==> config.mk <==
export PLATFORM = sky130hd
export DESIGN_NAME = output_evaluator
export DESIGN_NICKNAME = d
export VERILOG_FILES = /design/src/rtl/dnn_eval_pkg.sv /design/src/rtl/result_history.sv /design/src/rtl/output_evaluator.sv
export SDC_FILE = /design/constraint.sdc
export NUM_CORES = 2
export LEC_CHECK = 0
export CAP_MARGIN = 30
export CORE_UTILIZATION = 60
export CTS_CLUSTER_DIAMETER = 50
export CTS_CLUSTER_SIZE = 10
export DETAILED_ROUTE_END_ITERATION = 16
export MAX_ROUTING_LAYER = met4
export PLACE_DENSITY = 0.86
export SKIP_CTS_REPAIR_TIMING = 1
export SLEW_MARGIN = 10
export SYNTH_ARGS = -nofsm -noshare
export SYNTH_HDL_FRONTEND = slang
export SYNTH_SLANG_ARGS = --single-unit
==> constraint.sdc <==
create_clock -name clk -period 75.1 [get_ports clk]
set_input_delay 22.53 -clock clk [delete_from_list [all_inputs] [get_ports clk]]
set_output_delay 22.53 -clock clk [all_outputs]
set_load 0.02 [all_outputs]
==> src/rtl/dnn_eval_pkg.sv <==
// Shared constants for the output evaluator: default parameter values,
// the fixed 16-bit epoch / per-neuron error counter widths, and a helper
// that sizes index registers so that a depth of 1 still yields a 1-bit index.
package dnn_eval_pkg;

  localparam int DEF_N_OUT          = 16;
  localparam int DEF_CHECKLAST      = 1000;
  localparam int DEF_TRAINING_CASES = 10000;
  localparam int DEF_TOTAL_CASES    = 100000;

  localparam int EPOCH_W = 16;
  localparam int ERR_W   = 16;

  // Width of an index that counts 0..n-1 (never narrower than one bit).
  function automatic int idx_width(input int n);
    return (n > 1) ? $clog2(n) : 1;
  endfunction

endpackage

==> src/rtl/result_history.sv <==
// Moving-window history ring: one result bit per committed case.
// old_bit is the entry about to be overwritten (read before write). Entries
// not yet written since reset read as 0, tracked by a "filled" flag so the
// storage array itself needs no reset and can map onto RAM.
module result_history
  import dnn_eval_pkg::*;
#(
  parameter int DEPTH = DEF_CHECKLAST
)(
  input  logic clk,
  input  logic reset,
  input  logic we,
  input  logic wdata,
  output logic old_bit
);

  localparam int PTR_W = idx_width(DEPTH);

  logic             mem [DEPTH];
  logic [PTR_W-1:0] ptr_reg;
  logic             filled_reg;

  // Storage write: one bit per commit at the current pointer.
  always_ff @(posedge clk) begin
    if (we) begin
      mem[ptr_reg] <= wdata;
    end
  end

  // Pointer advance with wrap; filled marks that every entry has been written once.
  always_ff @(posedge clk) begin
    if (reset) begin
      ptr_reg    <= '0;
      filled_reg <= 1'b0;
    end else if (we) begin
      if (ptr_reg == PTR_W'(DEPTH - 1)) begin
        ptr_reg    <= '0;
        filled_reg <= 1'b1;
      end else begin
        ptr_reg <= ptr_reg + 1'b1;
      end
    end
  end

  assign old_bit = filled_reg & mem[ptr_reg];

endmodule

==> src/rtl/output_evaluator.sv <==
// Output evaluator: assembles the ideal output vector one bit per y_valid,
// captures the network outputs on the last bit of a case, and one cycle later
// commits the result into accuracy, window, epoch and stop counters.
// Optional feature macro: EVAL_NEURON_ERR_EN adds per-neuron mismatch
// counters on port neuron_err.
module output_evaluator
  import dnn_eval_pkg::*;
#(
  parameter int N_OUT          = DEF_N_OUT,
  parameter int CHECKLAST      = DEF_CHECKLAST,
  parameter int TRAINING_CASES = DEF_TRAINING_CASES,
  parameter int TOTAL_CASES    = DEF_TOTAL_CASES
)(
  input  logic                               clk,
  input  logic                               reset,
  input  logic                               y_valid,
  input  logic                               y_out,
  input  logic [N_OUT-1:0]                   a_out_alln,
  output logic                               case_done,
  output logic                               correct,
  output logic [$clog2(CHECKLAST+1)-1:0]     recent,
  output logic [$clog2(TOTAL_CASES+1)-1:0]   total_correct,
  output logic [$clog2(TOTAL_CASES+1)-1:0]   num_train,
  output logic [EPOCH_W-1:0]                 epoch,
  output logic                               epoch_done,
  output logic                               eval_done
`ifdef EVAL_NEURON_ERR_EN
  ,
  output logic [N_OUT*ERR_W-1:0]             neuron_err
`endif
);

  localparam int IDX_W = idx_width(N_OUT);
  localparam int REC_W = $clog2(CHECKLAST + 1);
  localparam int CNT_W = $clog2(TOTAL_CASES + 1);
  localparam int EPC_W = idx_width(TRAINING_CASES);

  logic [IDX_W-1:0] idx_reg;
  logic [N_OUT-1:0] ideal_reg;
  logic [N_OUT-1:0] ideal_next;
  logic [N_OUT-1:0] cap_a_reg;
  logic [N_OUT-1:0] cap_y_reg;
  logic             commit_reg;
  logic [EPC_W-1:0] ep_cnt_reg;

  logic             accept;
  logic             last_bit;
  logic [N_OUT-1:0] diff;
  logic             match;
  logic             old_bit;
  logic [REC_W-1:0] recent_next;

  // Input-side decode: bit acceptance, end-of-case detect, ideal vector with current bit merged.
  always_comb begin
    accept              = y_valid & ~eval_done;
    last_bit            = (idx_reg == IDX_W'(N_OUT - 1));
    ideal_next          = ideal_reg;
    ideal_next[idx_reg] = y_out;
  end

  // Commit-side decode: compare the captured vectors and form the new window count.
  always_comb begin
    diff        = cap_a_reg ^ cap_y_reg;
    match       = ~|diff;
    recent_next = recent - REC_W'(old_bit) + REC_W'(match);
  end

  // Bit assembly and capture; the capture arms a commit for the following cycle.
  always_ff @(posedge clk) begin
    if (reset) begin
      idx_reg    <= '0;
      ideal_reg  <= '0;
      cap_a_reg  <= '0;
      cap_y_reg  <= '0;
      commit_reg <= 1'b0;
    end else begin
      commit_reg <= 1'b0;
      if (accept) begin
        ideal_reg <= ideal_next;
        if (last_bit) begin
          idx_reg    <= '0;
          cap_a_reg  <= a_out_alln;
          cap_y_reg  <= ideal_next;
          commit_reg <= 1'b1;
        end else begin
          idx_reg <= idx_reg + 1'b1;
        end
      end
    end
  end

  result_history #(
    .DEPTH (CHECKLAST)
  ) u_hist (
    .clk     (clk),
    .reset   (reset),
    .we      (commit_reg),
    .wdata   (match),
    .old_bit (old_bit)
  );

  // Result commit: pulses, accuracy counters, epoch tracking and the sticky stop flag.
  always_ff @(posedge clk) begin
    if (reset) begin
      case_done     <= 1'b0;
      epoch_done    <= 1'b0;
      correct       <= 1'b0;
      recent        <= '0;
      total_correct <= '0;
      num_train     <= '0;
      ep_cnt_reg    <= '0;
      epoch         <= EPOCH_W'(1);
      eval_done     <= 1'b0;
    end else begin
      case_done  <= 1'b0;
      epoch_done <= 1'b0;
      if (commit_reg) begin
        case_done     <= 1'b1;
        correct       <= match;
        recent        <= recent_next;
        total_correct <= total_correct + CNT_W'(match);
        num_train     <= num_train + 1'b1;
        if (ep_cnt_reg == EPC_W'(TRAINING_CASES - 1)) begin
          ep_cnt_reg <= '0;
          epoch_done <= 1'b1;
          epoch      <= epoch + 1'b1;
        end else begin
          ep_cnt_reg <= ep_cnt_reg + 1'b1;
        end
        if (num_train == CNT_W'(TOTAL_CASES - 1)) begin
          eval_done <= 1'b1;
        end
      end
    end
  end

`ifdef EVAL_NEURON_ERR_EN
  for (genvar gi = 0; gi < N_OUT; gi++) begin : g_err
    logic [ERR_W-1:0] err_reg;

    // Per-neuron mismatch counter, saturating at all-ones.
    always_ff @(posedge clk) begin
      if (reset) begin
        err_reg <= '0;
      end else if (commit_reg && diff[gi] && (err_reg != {ERR_W{1'b1}})) begin
        err_reg <= err_reg + 1'b1;
      end
    end

    assign neuron_err[gi*ERR_W +: ERR_W] = err_reg;
  end
`endif

endmodule

* Word-level counts from Yosys, hierarchy flattened *
Memory sizes are Yosys's and may differ from the RTL's. A register that Yosys moved wholly into a read port is not among the register bits.
Index checks and enable logic that the tools add are counted.
Widths: inputs -> output; s select.

storage, ports and cells
  output and inout port bits = 64
  memory bits (writable) = 1000
  memories kept = 1
  input bits = 20
  register bits after elaboration = 142
  word-level logic and storage cells = 58

memory list
  memory      depth  width  rd ports  clocked after memory_dff  write ports  line                  RTL
  u_hist.mem  1000   1      1         1                         1            result_history.sv:19  logic mem [DEPTH];

cells by class
  bitwise operators = 6
  order comparisons = 2
  reduce and logical (&&, ||, !) cells = 9
  equal/unequal tests = 4
  muxes and demuxes = 12
  $add $sub $neg = 8

operators with widths
  operator               count
  $mux 10                3
  $add 17x1->17          1
  $add 17x1->17 const B  1
  $eq 17x17->1 const B   1
  $add 16x1->16 const B  1
  $bwmux 16              1
  $reduce_or 16->1       1
  $xor 16x16->16         1
  $add 14x1->14 const B  1
  $eq 14x14->1 const B   1
  $mux 14                1
  $add 10x1->10          1
  $add 10x1->10 const B  1
  $eq 10x10->1 const B   1
  $sub 10x1->10          1
  $reduce_and 2->1       4
  $lt 4x5->1 const B     1
  $mux 1                 5
  $add 4x1->4 const B    1
  $demux 1 s4            1
  $eq 4x4->1 const B     1
  $ge 4x1->1 const B     1
  $mux 4                 1
  $reduce_or 2->1        2
  4 further kinds        7

* Longest topological paths before layout *
  depth after elaboration = 5
  depth in mapped cells = 28
  mapped depth without buffers = 22

* Hierarchy *
Synthesis repeated with hierarchy kept, for this count alone.

unflattened totals
  cell total of the unflattened synthesis = 3826
  area total of the unflattened synthesis = 50118.1 µm²

by module, submodules not included
  module            area each (µm²)  instances  seq. area each (µm²)  cells an instance
  result_history    44164.9          1          30449.2               3136
  output_evaluator  5953.2           1          2602.5                690

* Worst setup path before layout *
OpenSTA, ideal clock, no wires.

  kind = flip-flop to flip-flop
  from = register cap_y_reg[11]
  to = memory u_hist.mem[0] (data pin)
  slack = 11.242 ns
  clock period less this slack = 63.858 ns
  required time = 64.699 ns
  buffers on the path = 0
  stages on the path, launching flop included = 4
  library setup time = 10.401 ns
  data arrival time = 53.457 ns
  path through = dfxtp_1 xnor2_1 nand4_1 nor4_1

on the way
  longest elaborated chain between the ends = 3

ends and longest elaborated chain
  item                    line                    RTL
  start, declared         output_evaluator.sv:42  logic [N_OUT-1:0] cap_y_reg;
  start signal, assigned  output_evaluator.sv:83  cap_y_reg <= ideal_next;
  $xor 16x16->16          output_evaluator.sv:63  diff = cap_a_reg ^ cap_y_reg;
  $reduce_or 16->1        output_evaluator.sv:64  match = ~|diff;
  $logic_not 1->1         output_evaluator.sv:64
  via match               output_evaluator.sv:49  logic match;
  end, declared           result_history.sv:19

The timed path passes the listed nets, and every way through them passes these cells.

* Worst setup path after layout *
  from = register num_train[11]
  to = output port num_train[11]

RTL lines
  item                    line                     RTL
  start, declared         output_evaluator.sv:23   output logic [$clog2(TOTAL_CASES+1)-1:0] num_train,
  start signal, assigned  output_evaluator.sv:122  num_train <= num_train + 1'b1;

No word-level cell between the ends.

==> reports/qor.txt <==
First-pass GRT wire length = 193000 um
Max reg flops = 1000
Post-Syn Area = 49900 sq um
Worst hold path depth = 2
Fraction of the mapped netlist area in compound gates = 0.0308
Area grow syn2layout = 11.5%
CP required = 52.57 ns
Starting Density = 0.607
Slowest CP cell = clkdlybuf4s50_1
CP max FO = 7
Vias in the first global route = 32405
Routed vias = 32835
DP HPWL = 68500 um
Outcome = complete, no violations
#FFs+latches synth = 1151
Largest Register = u_hist.mem
Nets@finish = 3741
Die Area = 84400 sq um
Share of cells above drive strength 1 = 0.136
Drc violations = 0
WL/cell = 27.7 um
Hold_ws = 0.471 ns
Final Cycle Share = 0.325
Post-synthesis sequential area ratio = 0.662
Crit path max-delay family = buffers and inverters
Final setup skew = 0.0330 ns
Chip width = 291 um
Setup tns final = 0 ns
Max Slew Vio Count = 0
Htree depth = 4
Crit path capture = num_train[11]
Synth Flop Type = edfxtp_1
Post-Layout Inst Area = 55700 sq um
Crit Reg-Reg Endpoint = recent[8]
Maxcap violations = 0
CTS root buf = clkbuf_16
Pwr/cell area = 22.8 nW/um^2
Unrepaired setup endpoints after global routing = no
Crit path launch type = flip-flop
Detailed Route Iter0 Violations = 5991
Post-Synthesis Cells = 3709
Reg2Reg Depth = 25
Worst Setup End Kind = output pin
Rel. slew slack = 0.242
Synth Warn # = 0
Fmax = 41.0 MHz
Worst path depth = 1
Insertion delay to the later sink of the worst-skew pair = 0.75 ns
CTS clk-pin slew, worst paths = 0.06 ns
Worst Slack Setup Final = 50.70 ns
# fillers = 5000
Lkg Pwr = 19.4 nW
Min-delay worst type = flip-flop to flip-flop
CTS tree = yes
Biggest regs = u_hist.mem x1000, num_train x17, total_correct x17
Synthesized Nets = 3753
Antenna violations before repair = 0
CORE AREA = 82200 sq um
Beginning of the critical path = num_train[11]
Cts bufs inserted = 134
Worst Path Buf+Inv = 1
Placed Area = 51500 sq um
Crit path cell chain = clkdlybuf4s50_1
CTS max path bufs = 3
Num ports = 84
Mean Syn Cell Area = 13.5 sq um
Die height = 291 um
Grt ovf = 0
Final hold viol count = 0
Routability congestion estimate = 0.852
Post-synth ARST share = 0
XOR/XNOR Fraction of Synth Area = 0.0144
Fin crit period = 24.40 ns
Final setup vio count = 0
WP data arrival = 1.87 ns
Overall routed net length = 134000 um
Clock sinks = 1151
Maximum vdd drop = 0.0219 mV
Post-DR vias/cell = 6.82
Unique masters post-synth = 67
Slowest stage delay, CP = 0.66 ns
Total track usage = 0.315
Number of port buffers = 83
Synth Area in Adders = 0.00616
Path type of the worst setup path = flip-flop to output pin
Number of flops mapped to enable cells by yosys = 1000
Main combinational cell family by area after synthesis = multiplexers
Post-synthesis mux area share = 0.130
Worst-Margin Slew = 1.14 ns
R2R Setup Slk = 67.16 ns
Row count = 105
Largest net degree at the start of global routing = 294
Pre-CTS WS = 50.49 ns
Final Util = 0.677
1st-pass router iterations = 8
DRT antenna net count = 0
Post-Synth Simple-Gate Area = 0.124
==> power by group <==
group,switching [mW],internal [mW],leakage (nW)
registers,0.000585,0.686,13.1
logic,0.00325,0.00229,4.51
clock network,0.248,0.331,1.80
==> synthesized netlist by cell type, drive strengths merged (46+ instances only) <==
master	number	share of area
a211oi	52	0.0078
a21oi	50	0.0050
and3	47	0.0059
buf	108	0.014
clkbuf	222	0.017
dfxtp	151	0.061
edfxtp	1000	0.60
mux2i	115	0.023
mux4	232	0.11
nand2	183	0.014
nand3	46	0.0047
nor2	1116	0.084
==> area by class of cell <==
cell class              instances  area (sq um)  share of cell area
flip-flops and latches       1151         33100               0.594
multi-input cells            2205         15400               0.276
clock buffers                 171          3530              0.0635
repair buffers                182          2100              0.0378
well taps                    1070          1340              0.0240
clock inverters                14           169             0.00303
inverters                      23          86.3             0.00155
diodes                          2          5.00           0.0000899
==> placed cells by master, fill, tap and decap left out, types with 12 or more instances in the layout <==
| cell | n |
|---|---|
| nand3_1 | 41 |
| xor2_1 | 40 |
| o21ai_0 | 17 |
| nor2b_1 | 12 |
| ha_1 | 23 |
| mux4_1 | 15 |
| clkbuf_1 | 35 |
| edfxtp_1 | 1000 |
| nand2_2 | 13 |
| nand2_1 | 170 |
| a21oi_1 | 50 |
| inv_1 | 23 |
| a211oi_1 | 52 |
| xnor2_1 | 42 |
| o22ai_1 | 29 |
| nor2_1 | 1114 |
| clkbuf_16 | 136 |
| mux2i_1 | 115 |
| buf_16 | 13 |
| nand4_1 | 27 |
| nor3_1 | 18 |
| buf_8 | 23 |
| buf_4 | 52 |
| mux4_2 | 217 |
| clkdlybuf4s50_1 | 82 |
| dfxtp_1 | 146 |
| a22oi_1 | 33 |
| and3_1 | 47 |
==> worst min path at each step <==
| stage | startpoint | endpoint | slack (ns) |
|---|---|---|---|
| 2_1_floorplan | cap_y_reg[15] | cap_y_reg[15] | 0.45 |
| 3_3_place_gp | cap_y_reg[15] | cap_y_reg[15] | 0.46 |
| 3_5_place_dp | cap_a_reg[8] | cap_a_reg[8] | 0.47 |
| 4_1_cts | cap_a_reg[8] | cap_a_reg[8] | 0.47 |
| 5_1_grt | cap_a_reg[2] | cap_a_reg[2] | 0.50 |
| 6_report | cap_a_reg[2] | cap_a_reg[2] | 0.47 |
==> stage by stage <==
step,std cells,power [mW]
final,4818,1.27
after global routing,4816,1.29
after CTS,4789,1.27
after detailed placement,4604,0.705
after global placement,4584,0.705
after floorplan,3709,0.703
==> layer usage <==
layer	up-vias	GRT usage	part of all wire	wire length [um]
met5	-	-	0	0
met4	0	0.158	0.060	8000
met3	681	0.0769	0.14	18400
met2	2862	0.492	0.47	63400
met1	15946	0.387	0.33	43700
li1	13346	-	-	-
==> logic make-up after synthesis <==
logic type / after synthesis
multiplexers: 354
XOR/XNOR: 82
AND/OR/NAND/NOR: 1516
adder cells (fa/ha/maj): 24
AO/OA/AOI/OAI: 229
buffers and inverters: 353
flip-flops: 1151
No activity file was read; power rests on OpenSTA's default activity.
